==> src/rtl/event_rate_meter_pkg.sv <==
// rtl/event_rate_meter_pkg.sv - shared states, digit constant and sizing helper for the event rate meter
package event_rate_meter_pkg;

  typedef enum logic {
    IDLE    = 1'b0,
    MEASURE = 1'b1
  } meterState_t;

  localparam logic [3:0] DigitMax = 4'd9;

  // Bits needed to hold value-1, i.e. the largest window counter value.
  function automatic int clog2(input int value);
    int result;
    int remaining;
    result = 0;
    remaining = value - 1;
    while (remaining > 0) begin
      result = result + 1;
      remaining = remaining >> 1;
    end
    return result;
  endfunction

endpackage

==> src/rtl/rate_channel_counter.sv <==
// rtl/rate_channel_counter.sv - saturating BCD/binary live event counter for one channel
module rate_channel_counter
  import event_rate_meter_pkg::*;
#(
  parameter int CountDigits = 6,
  parameter int BcdMode     = 1
) (
  input  logic                     clock,
  input  logic                     reset,
  input  logic                     clear,
  input  logic                     increment,
  output logic [4*CountDigits-1:0] countNext,
  output logic                     overflowNext
);

  localparam int CountWidth = 4 * CountDigits;
  localparam logic [CountWidth-1:0] MaxValue =
      (BcdMode != 0) ? {CountDigits{DigitMax}} : {CountWidth{1'b1}};

  logic [CountWidth-1:0] count;
  logic                  overflow;
  logic [CountWidth-1:0] bcdSum;
  logic                  carry;

  // Ripple a +1 through the decimal digits, wrapping 9 to 0 with carry.
  always_comb begin
    bcdSum = count;
    carry  = 1'b1;
    for (int d = 0; d < CountDigits; d++) begin
      if (carry) begin
        if (count[4*d +: 4] == DigitMax) begin
          bcdSum[4*d +: 4] = 4'd0;
        end else begin
          bcdSum[4*d +: 4] = count[4*d +: 4] + 4'd1;
          carry = 1'b0;
        end
      end
    end
  end

  // countNext includes this cycle's event so a window-ending tick can latch it.
  always_comb begin
    countNext = count;
    if (increment && (count != MaxValue)) begin
      countNext = (BcdMode != 0) ? bcdSum : count + CountWidth'(1);
    end
    overflowNext = overflow | (countNext == MaxValue);
  end

  always_ff @(posedge clock) begin
    if (reset || clear) begin
      count    <= '0;
      overflow <= 1'b0;
    end else begin
      count    <= countNext;
      overflow <= overflowNext;
    end
  end

endmodule

==> src/rtl/event_rate_meter.sv <==
// rtl/event_rate_meter.sv - per-channel event counts over fixed windows with latched readout
module event_rate_meter
  import event_rate_meter_pkg::*;
#(
  parameter int NumberOfChannels = 4,
  parameter int WindowCycles     = 12000,
  parameter int CountDigits      = 6,
  parameter int BcdMode          = 1
) (
  input  logic                                    clock,
  input  logic                                    reset,
  input  logic                                    enable,
  input  logic [NumberOfChannels-1:0]             events,
  input  logic [2:0]                              channelSelect,
  output logic [NumberOfChannels*4*CountDigits-1:0] results,
  output logic [NumberOfChannels-1:0]             overflow,
  output logic                                    resultValid,
  output logic                                    measured,
  output logic [31:0]                             selectedValue
);

  localparam int CountWidth  = 4 * CountDigits;
  localparam int WindowWidth = clog2(WindowCycles);
  localparam logic [WindowWidth-1:0] WindowReload = WindowWidth'(WindowCycles - 1);

  meterState_t                            state;
  meterState_t                            stateNext;
  logic                                   active;
  logic                                   tick;
  logic [WindowWidth-1:0]                 windowCount;
  logic [NumberOfChannels*CountWidth-1:0] liveNext;
  logic [NumberOfChannels-1:0]            liveOverflowNext;
  logic [31:0]                            channelWide [NumberOfChannels];
  logic [31:0]                            selectNext;

  always_comb begin
    stateNext = state;
    active    = 1'b0;
    tick      = 1'b0;
    case (state)
      IDLE: begin
        if (enable) stateNext = MEASURE;
      end
      MEASURE: begin
        if (!enable) stateNext = IDLE;
        active = enable;
        tick   = enable && (windowCount == '0);
      end
      default: stateNext = IDLE;
    endcase
  end

  for (genvar c = 0; c < NumberOfChannels; c++) begin : gChannel
    rate_channel_counter #(
      .CountDigits(CountDigits),
      .BcdMode    (BcdMode)
    ) uCounter (
      .clock       (clock),
      .reset       (reset),
      .clear       (tick || !active),
      .increment   (active && events[c]),
      .countNext   (liveNext[c*CountWidth +: CountWidth]),
      .overflowNext(liveOverflowNext[c])
    );

    if (CountWidth >= 32) begin : gWide
      assign channelWide[c] = results[c*CountWidth +: 32];
    end else begin : gNarrow
      assign channelWide[c] = {{(32-CountWidth){1'b0}}, results[c*CountWidth +: CountWidth]};
    end
  end

  // Indices with no channel behind them fall through to zero.
  always_comb begin
    selectNext = '0;
    for (int c = 0; c < NumberOfChannels; c++) begin
      if (channelSelect == 3'(c)) selectNext = channelWide[c];
    end
  end

  always_ff @(posedge clock) begin
    if (reset) begin
      state         <= IDLE;
      windowCount   <= WindowReload;
      results       <= '0;
      overflow      <= '0;
      resultValid   <= 1'b0;
      measured      <= 1'b0;
      selectedValue <= '0;
    end else begin
      state         <= stateNext;
      selectedValue <= selectNext;
      resultValid   <= tick;
      if (!active || tick) begin
        windowCount <= WindowReload;
      end else begin
        windowCount <= windowCount - WindowWidth'(1);
      end
      if (tick) begin
        results  <= liveNext;
        overflow <= liveOverflowNext;
        measured <= 1'b1;
      end else if (!active) begin
        measured <= 1'b0;
      end
    end
  end

endmodule

==> config.mk <==
export PLATFORM = sky130hd
export DESIGN_NAME = event_rate_meter
export DESIGN_NICKNAME = d
export VERILOG_FILES = /design/src/rtl/event_rate_meter_pkg.sv /design/src/rtl/rate_channel_counter.sv /design/src/rtl/event_rate_meter.sv
export SDC_FILE = /design/constraint.sdc
export NUM_CORES = 1
export LEC_CHECK = 0
export ABC_CLOCK_PERIOD_IN_PS = 4000
export CAP_MARGIN = 20
export CORE_ASPECT_RATIO = 0.75
export CORE_UTILIZATION = 40
export CTS_CLUSTER_DIAMETER = 200
export CTS_CLUSTER_SIZE = 14
export DETAILED_ROUTE_END_ITERATION = 10
export GPL_TIMING_DRIVEN = 0
export SETUP_SLACK_MARGIN = 0.05
export SLEW_MARGIN = 25
export SYNTH_ARGS = -nofsm -noshare
export SYNTH_HDL_FRONTEND = slang
export SYNTH_SLANG_ARGS = --single-unit
==> constraint.sdc <==
create_clock -name clock -period 4 [get_ports clock]
set_input_delay 0.6 -clock clock [delete_from_list [all_inputs] [get_ports clock]]
set_output_delay 0.6 -clock clock [all_outputs]
set_load 0.02 [all_outputs]
### After elaboration in Yosys (flattened, before gate mapping)

Cells that the tools add are included.

* input bits: 10
* output and inout bits: 134
* word-level logic and storage cells: 190
* register bits: 249

* muxes and demuxes: 93
* equality and inequality tests: 36
* bitwise logic cells: 4
* $add $sub $neg: 25
* reduce and logical (&&, ||, !) cells: 16

Operators by type and width (number)
* 24-bit two-way mux: 8
* 4-bit two-way mux: 44
* 4-bit by 1-bit adder with 4-bit output, second input constant: 24
* 24-bit == test, second input constant: 4
* 4-bit == test, second input constant: 24
* 24-bit inequality test, second input constant: 4
* 1-bit two-way mux: 41
* 14-bit zero test: 1
* 14-bit by 1-bit subtractor with 14-bit output, second input constant: 1
* 1-bit logical AND: 9
* 3-bit by 2-bit == test with 1-bit output, second input constant: 2
* 1-bit OR: 4
* 4-bit OR reduction: 1
* 3-bit by 1-bit == test with 1-bit output, second input constant: 1
* 3-bit zero test: 1
* 1-bit logical OR: 2
* 2-bit by 1-bit inequality test with 1-bit output, second input constant: 1
* 2-bit OR reduction: 1
* 1-bit zero test: 1

### Logic depth before layout (Yosys ltp)

Gate-level depths: netlist of the first run.

* depth after elaboration: 10
* mapped depth: 12
* gate-level depth less buffers: 9

### Modules after synthesis

From an unflattened synthesis of the first run, not the netlist that was laid out.

* cells, all modules: 1460
* area, all modules: 12245.5 µm²

Modules (own cells, without submodules)
* rate_channel_counter: seq. area each 500.5 µm², cells an instance 199, area each 1700.4 µm², times used 4
* event_rate_meter: seq. area each 2822.7 µm², cells an instance 664, area each 5444.0 µm², times used 1

### Least setup slack after synthesis of the first run

Ideal clock, no wire load.

* path type: input -> register
* from: in enable
* to: reg overflow[2]
* cell stages on the path: 10
* setup slack: 1.019 ns
* arrival: 2.922 ns
* required time: 3.941 ns
* library setup time: 0.059 ns
* buffers on the path: 2
* path through: buf_2 > nand3_1 > or4_4 > buf_6 > or4_1 > xnor2_1 > a2111oi_2 > nand3_1 > nor4_2 > o31a_1

* cells in the longest elaborated chain, start to end: 6
* elaborated cells between the ends (all ways): 8
* classes of those cells: 1 x eq/ne; 3 x mux; 1 x bitwise; 3 x reduce/logical

Ends and longest elaborated chain
* from (decl): RTL line event_rate_meter.sv:12 `input logic enable,`
* 1-bit two-way mux: RTL line event_rate_meter.sv:40 `case (state)`
* 1-bit logical AND: RTL line event_rate_meter.sv:61 `.increment (active && events[c]),`
* 1-bit logical AND: RTL line rate_channel_counter.sv:44 `if (increment && (count != MaxValue)) begin`
* 24-bit two-way mux: RTL line rate_channel_counter.sv:44
* 24-bit == test: RTL line rate_channel_counter.sv:47 `overflowNext = overflow | (countNext == MaxValue);`
* 1-bit OR: RTL line rate_channel_counter.sv:47
* to (signal assigned): RTL line event_rate_meter.sv:101 `overflow <= liveOverflowNext;`
* to (decl): RTL line event_rate_meter.sv:16 `output logic [NumberOfChannels-1:0] overflow,`

Several ways; a longest one is shown, not always the timed one.
A chain may end at the register's enable or synchronous reset.

### Worst setup path after layout of the first run

* from: reg windowCount[0]
* to: reg results[13]

* cells in the longest elaborated chain, start to end: 3

Ends and longest elaborated chain
* from (decl): RTL line event_rate_meter.sv:30 `logic [WindowWidth-1:0] windowCount;`
* from (signal assigned): RTL line event_rate_meter.sv:84 `windowCount <= WindowReload;`
* from (signal assigned): RTL line event_rate_meter.sv:95 `windowCount <= WindowReload;`
* from (signal assigned): RTL line event_rate_meter.sv:97 `windowCount <= windowCount - WindowWidth'(1);`
* 14-bit zero test: RTL line event_rate_meter.sv:47 `tick = enable && (windowCount == '0);`
* 1-bit logical AND: RTL line event_rate_meter.sv:47
* 1-bit two-way mux: RTL line event_rate_meter.sv:40
* to (signal assigned): RTL line event_rate_meter.sv:100 `results <= liveNext;`
* to (decl): RTL line event_rate_meter.sv:15 `output logic [NumberOfChannels*4*CountDigits-1:0] results,`

No other way between the ends.

==> results of run 1 <==
[sequential cells by signal, indices dropped and copies added (netlist names)]
register,count
windowCount,14
gChannel.uCounter.overflow,4
measured,1
overflow,4
gChannel.uCounter.count,96
results,96
resultValid,1
state,1
selectedValue,24
[metal layers]
layer	track usage, %	part of all wire, %
met3	6.374	8.9
met4	8.463	2.9
met2	40.56	41
met1	40.00	47
met5	0	0
[worst max-delay path by stage]
stage | startpoint | slack (ns) | end
after floorplan | enable | 1.02 | overflow[2]
after global placement | events[0] | 0.19 | overflow[0]
after detailed placement | events[0] | 0.16 | overflow[0]
after CTS | windowCount[0] | 0.50 | results[11]
after global routing | windowCount[0] | 0.19 | results[9]
final | windowCount[0] | 0.41 | results[13]
[power by group]
group / switching, W / internal [W]
logic: 0.000109 / 0.0000483
clock network: 0.000895 / 0.000939
registers: 0.00000512 / 0.00241
total: 0.00101 / 0.00339
[cell usage in the layout (no fill, tap or decap), types with 23 or more instances in the layout]
master                            Yosys  layout
sky130_fd_sc_hd__nand2_1             79      79
sky130_fd_sc_hd__xnor2_1             32      32
sky130_fd_sc_hd__dfxtp_1            241     241
sky130_fd_sc_hd__nor2b_1             47      47
sky130_fd_sc_hd__a21oi_1             41      41
sky130_fd_sc_hd__inv_1               30      30
sky130_fd_sc_hd__a211oi_1           114     114
sky130_fd_sc_hd__nand3_1             31      31
sky130_fd_sc_hd__nor2_1             266     266
sky130_fd_sc_hd__xor2_1              23      23
sky130_fd_sc_hd__clkbuf_1            66      66
sky130_fd_sc_hd__nor3_1              26      25
sky130_fd_sc_hd__o221ai_1            25      25
sky130_fd_sc_hd__clkdlybuf4s50_1      0     132
sky130_fd_sc_hd__o21ai_0             26      26
[logic make-up (layout without fill, tap and decap cells)]
logic type / count (synthesis) / in the layout / synth area share, %
other cells: 1 / 8 / 0.03503
buf+inv: 121 / 277 / 4.792
mux: 15 / 15 / 1.426
simple gates: 582 / 582 / 27.17
xor+xnor: 55 / 55 / 4.500
fa+ha+maj: 1 / 1 / 0.1169
compound gates: 255 / 255 / 16.89
flops: 241 / 241 / 45.07
[stage by stage]
stage                     hold WS (ns)  area (sq um)  worst slack (ns)
final                           0.4067         13050            0.4068
after global routing            0.4221         13050            0.1915
after detailed placement        0.3904         12500            0.1571
after floorplan                 0.3715         10730             1.019
after CTS                       0.4074         13050            0.4979
after global placement          0.3842         12480            0.1916
[worst register-to-register path: cells and delay by family, from the launching register on]
family | cells | cell delay (ns)
flip-flops | 1 | 0.33
adder cells (fa/ha/maj) | 1 | 0.17
AND/OR/NAND/NOR | 4 | 1.30
AO/OA/AOI/OAI | 1 | 0.17
buffers and inverters | 4 | 1.47
[layout make-up]
cell class / count / area (sq um) / area share, %
Multi-Input combinational cell: 916 / 5405 / 41.41
Sequential cell: 241 / 4825 / 36.96
Timing Repair Buffer: 133 / 1329 / 10.18
Clock buffer: 21 / 525.5 / 4.026
Tap cell: 344 / 430.4 / 3.298
Buffer: 91 / 400.4 / 3.067
Inverter: 30 / 112.6 / 0.8627
Clock inverter: 2 / 25.02 / 0.1917
==> summary.md, run 1 <==
| Metric | Value |
|---|---|
| Number of filler cells placed in the layout | roughly 2500 |
| Final cell utilization of the core | roughly half |
| Core Footprint | approximately 0.026 sq mm |
| Detail-routed net length per standard cell | about 21 microns |
| Worst-case register-to-register setup slack | between 0.4 and 0.5 ns |
| Worst supply voltage drop on vdd | between 0.0002 and 0.0003 V |
| TritonCTS Sinks | about 240 |
| CTS H-Tree Depth | 1 |
| Floorplan row count | slightly above 50 |
| Clock tree from TritonCTS | done |
| Count of input and output buffers | ~130 |
| Cell count after placement | 1755 |
| Combined area of all synthesized cells | 0.01071 sq mm |
| Number of hold buffers added after cts | 0 |
| Master of the slowest instance on the critical path | sky130_fd_sc_hd__clkbuf_1 |
| Min-Delay Path Class | reg2reg |
| Largest fanout on the critical path | 10 |
| Required time of the critical path | approximately 4.4 ns |
| Number of max-capacitance violations reported | 0 |
| Distinct cell type count after synthesis | 68 |
| Startpoint of the lowest-slack hold path | windowCount[0] |
| Number of cells on the critical path | 10 |
| GRT Residual Overflow | 0 |
| Overall power after layout | 0.004405 W |
| Post-detailed-route via-to-cell ratio | roughly 5.7 |
| Via count of the first global-routing pass | 9281 |
| Filler-free cell count of the finished design | ~1800 |
| Post-synth top cells | sky130_fd_sc_hd__nor2_1, sky130_fd_sc_hd__dfxtp_1, sky130_fd_sc_hd__a211oi_1 |
| Worst Clk Skew | 0.02579 ns |
| Min-Delay Path Depth | 1 |
| Setup TNS | 0 ns |
| Die Area | around 0.027 sq mm |
| Count of endpoints failing setup in the final report | 0 |
| Routability cong. | 0.9539 |
| Clock buffer depth | 3 |
| I/O pin total | ~140 |
| Ordered list of cells on the worst path | inv_1 > ha_1 > nand2_1 > or3_1 > or3_1 > clkbuf_1 > nor4_4 > clkbuf_1 > buf_1 > a211oi_1 |
| Measured slew at the worst slew-check pin | 0.9013 ns |
| Vias | approximately 10000 |
| Layout Area Growth over Synthesis | 21.93% |
| HPWL after detailed placement | between 20000 and 30000 microns |
| Hold Fails Final Rpt | 0 |
| Number of buffers created by CTS | 21 |
| Proportion of synthesized flip-flops having asynchronous set or reset | 0% |
| Category of the worst setup path launch point | register |
| Height of the chip | 143.7 microns |
| Top-count cell post-synth | sky130_fd_sc_hd__nor2_1 |
| Layout net count | between 1000 and 1500 |
| Synth warnings | 0 |
| Inserted Diodes | 0 |
| Worst path max stage delay | approximately 0.62 ns |
| Period Utilization, post-route | between 80% and 90% |
| Minimum period implied by the final worst setup slack | around 3.6 ns |
| Initial core utilization | about two fifths |
| Reg2Reg Depth | 10 |
| R2r startpoint | windowCount[0] |
| Number of gates given a new drive strength after cts | 0 |
| Drc violations | 0 |
| First drt pass iteration count | 5 |
| Number of slew-limit violations in the final report | 0 |
| Critical Path Sink Type | register |
| Post-synth top area share | between 40% and 50% |
| Count of routing violations after the opening detailed-route iteration | 938 |
| Overall Global Routing Usage | between 20% and 30% |
| Clock slew at reported path FFs | 0.07 ns |
| Number of enable-type register cells in the synthesized netlist | 0 |
| Classification of the worst setup path | reg2reg |
| Flip-flop cell with the highest count after synthesis | sky130_fd_sc_hd__dfxtp_1 |
| Wire length of the first global-routing pass | between 50000 and 60000 microns |
| Root Buffer | sky130_fd_sc_hd__clkbuf_16 |
| Initial antenna violation count | 0 |
| Layout cells sized above 1 | ~4.4% |
| Achievable clock frequency | 0.2783 GHz |
| Routed wire length | between 30000 and 40000 microns |
| Sequential share of the synthesized area | a little under half |
| Capture endpoint of the worst hold path | windowCount[0] |
| #FFs+latches synth | approximately 240 |
| Synth area leaders | sky130_fd_sc_hd__dfxtp_1, sky130_fd_sc_hd__nor2_1, sky130_fd_sc_hd__a211oi_1 |
| Post-Synthesis Mean Instance Area | between 8 and 9 sq um |
| Syn Inst Count | around 1300 |
| Pleak | 4.044 nW |
| Horizontal die dimension | around 190 microns |
| Worst skew pair latency | between 0.5 and 0.6 ns |
| Total buffers and inverters traversed by the critical path | 4 |
| Data arrival time at the worst-slack endpoint | about 4.0 ns |
| Count of buffers added by post-CTS timing repair for setup | 0 |
| Unrepaired setup endpoints after global routing | false |
| Slew margin rel. | 39.42% |
| Remaining antenna violation count | 0 |
| CP top delay family | buffers and inverters |
| Worst reg2reg endpoint | results[13] |
| Run status | finished clean |
| Power per cell area | about 340 mW/mm^2 |
| Largest area contributor in the netlist | sky130_fd_sc_hd__dfxtp_1 |
| Largest net degree at the start of global routing | 15 |
Note: power is estimated with default switching activity, not from simulation.
==> run 2, diff against run 1 <==
--- a/config.mk
+++ b/config.mk
@@ -7,7 +7,7 @@
 export LEC_CHECK = 0
 export ABC_CLOCK_PERIOD_IN_PS = 4000
 export CAP_MARGIN = 20
-export CORE_ASPECT_RATIO = 0.75
+export CORE_ASPECT_RATIO = 1.25
 export CORE_UTILIZATION = 40
 export CTS_CLUSTER_DIAMETER = 200
 export CTS_CLUSTER_SIZE = 14
==> summary.md, run 2 (same netlist as run 1, synthesis figures left out) <==
| Metric | Value |
|---|---|
| Psw | 0.0009872 W (-2.2%) |
| Remaining antenna violation count | 0 (unchanged) |
| Number of hold buffers added after cts | 0 (unchanged) |
| Power per cell area | 335.9 mW/mm^2 (-0.46%) |
| Number of max-capacitance violations reported | 0 (unchanged) |
| Top Registers | gChannel.uCounter.count: 96 flops, results: 96 flops, selectedValue: 24 flops |
| Critical Path Sink Type | register |
| Layout cells sized above 1 | 4.257% (-0.14 points) |
| Required time of the critical path | 4.37 ns (about the same) |
| CP top delay family | simple AND/OR/NAND/NOR gates |
| Detail-routed net length per standard cell | 19.57 microns (-8.7%) |
| Clock power frac | 41.3% (-0.3 points) |
| Routed wire length | 34700 microns (-9.0%) |
| Count of routing violations after the opening detailed-route iteration | 703 (-25%) |
| Setup TNS | 0 ns (unchanged) |
| Run status | finished clean |
| Post-detailed-route via-to-cell ratio | 5.548 (-2.5%) |
| Count of buffers added by post-CTS timing repair for setup | 0 (unchanged) |
| Horizontal die dimension | 148.3 microns (-22%) |
| Measured slew at the worst slew-check pin | 1.039 ns (+0.1381 ns) |
| Sequential group share of total power | 55.1% (+0.3 points) |
| Worst skew pair latency | 0.51 ns (about the same) |
| Data arrival time at the worst-slack endpoint | 3.92 ns (-0.03 ns) |
| CTS H-Tree Depth | 1 (unchanged) |
| Core Footprint | 0.02618 sq mm (+0.30%) |
| Drc violations | 0 (unchanged) |
| Hold Fails Final Rpt | 0 (unchanged) |
| Achievable clock frequency | 0.2819 GHz (+1.3%) |
| Wire length of the first global-routing pass | 52710 microns (-6.9%) |
| Slew margin rel. | 30.07% (-9.3 points) |
| Floorplan row count | 66 (+29%) |
| Category of the worst setup path launch point | register |
| Final worst hold slack | 0.4103 ns (+0.003604 ns) |
| Routability cong. | 0.9071 (-4.9%) |
| Most common cell type on the critical path | sky130_fd_sc_hd__or3_1 |
| Master of the slowest instance on the critical path | sky130_fd_sc_hd__nor4_4 |
| Pleak | 4.040 nW (-0.11%) |
| Count of input and output buffers | 132 (unchanged) |
| Unrepaired setup endpoints after global routing | false |
| Number of slew-limit violations in the final report | 0 (unchanged) |
| Overall Global Routing Usage | 25.14% (-2.6 points) |
| Die Area | 0.02743 sq mm (about the same) |
| First drt pass iteration count | 5 (unchanged) |
| Count of endpoints failing setup in the final report | 0 (unchanged) |
| Vias | 9836 (-2.8%) |
| I/O pin total | 144 (unchanged) |
| Clock buffer depth | 3 (unchanged) |
| GRT Residual Overflow | 0 (unchanged) |
| Minimum period implied by the final worst setup slack | 3.548 ns (-0.04536 ns) |
| Number of gates given a new drive strength after cts | 0 (unchanged) |
| Height of the chip | 184.9 microns (+29%) |
| Largest fanout on the critical path | 10 (unchanged) |
| Internal Dissipation | 0.003391 W (-0.12%) |
| TritonCTS Sinks | 241 (unchanged) |
| HPWL after detailed placement | 26720 microns (-8.8%) |
| Number of buffers created by CTS | 21 (unchanged) |
| Most used cells in the layout excluding fill and tap cells | sky130_fd_sc_hd__nor2_1, sky130_fd_sc_hd__dfxtp_1, sky130_fd_sc_hd__clkdlybuf4s50_1 |
| Ordered list of cells on the worst path | inv_1 > ha_1 > nand2_1 > or3_1 > or3_1 > clkbuf_1 > nor4_4 > or3_1 > clkbuf_1 > buf_2 > buf_2 > nor2_1 |
| Combinational power share | 3.6% (about the same) |
| Layout Area Growth over Synthesis | 21.74% |
| Switching fraction of total power | 22.55% (-0.38 points) |
| Classification of the worst setup path | reg2reg |
| Min-Delay Path Class | reg2reg |
| Worst supply voltage drop on vdd | 0.0002440 V (-17%) |
| Initial core utilization | 40.89% (-0.12 points) |
| Initial antenna violation count | 0 (unchanged) |
| Total buffers and inverters traversed by the critical path | 5 (+1) |
| Worst Clk Skew | 0.01260 ns (-0.01319 ns) |
| Most common library cell in the layout ignoring fill and taps | sky130_fd_sc_hd__nor2_1 |
| Inserted Diodes | 0 (unchanged) |
| Worst path max stage delay | 0.62 ns (about the same) |
| Clock tree from TritonCTS | done |
| Largest net degree at the start of global routing | 15 (unchanged) |
| Layout net count | 1445 (unchanged) |
| Via count of the first global-routing pass | 9162 (-1.3%) |
| Root Buffer | sky130_fd_sc_hd__clkbuf_16 |
| Period Utilization, post-route | 88.70% (-1.1 points) |
| Clock slew at reported path FFs | 0.07 ns (about the same) |
[run 2: changes by cell type in the layout (fill, tap and decap cells not counted), sizes merged]
cell / delta
inv: -1
[run 2: power by group through the flow]
stage          Sequential [W]  Clock (W)  Combinational, W
6_report              0.00241    0.00181          0.000158
2_1_floorplan         0.00248          0         0.0000790
5_1_grt               0.00241    0.00193          0.000168
4_1_cts               0.00241    0.00184          0.000154
3_3_place_gp          0.00247          0          0.000153
3_5_place_dp          0.00247          0          0.000154
[run 2: through the flow]
step	instances	area, sq um	setup slack, ns	power [W]	util (%)
detailed placement	1751	12490	0.2961	0.002622	47.72
global placement	1750	12480	0.3050	0.002621	47.67
CTS	1773	13030	0.5076	0.004404	49.78
finish	1773	13030	0.4521	0.004378	49.78
global route	1773	13030	0.2399	0.004512	49.78
floorplan	1278	10730	1.019	0.002556	-
[run 2: worst paths after layout]
check                 startpoint                              to  slack [ns]  cells after the start
setup / recovery  windowCount[0]  gChannel[1].uCounter.count[15]        0.45                     12
hold / removal    windowCount[0]                  windowCount[0]        0.41                      1
setup reg to reg  windowCount[0]  gChannel[1].uCounter.count[15]        0.45                     12
hold reg to reg   windowCount[0]                  windowCount[0]        0.41                      1
[run 2: cell type report]
cell class              instances  area [sq um]
plain buffers                  91         400.4
clock buffers                  21         525.5
clock inverters                 1         16.27
fillers                      2532         13150
inverters                      30         112.6
multi-input cells             916          5399
flip-flops and latches        241          4825
well taps                     340         425.4
repair buffers                133          1329
[run 2: routing by layer]
layer / global-route usage [%] / vias to the layer above / share of wire [%] / wire length (microns)
met4: 7.052 / 0 / 2.3 / 792
met5: 0 / - / 0 / 0
li1: - / 4807 / - / -
met3: 3.596 / 46 / 6.9 / 2401
met1: 33.26 / 4647 / 44 / 15430
met2: 42.38 / 336 / 46 / 16080
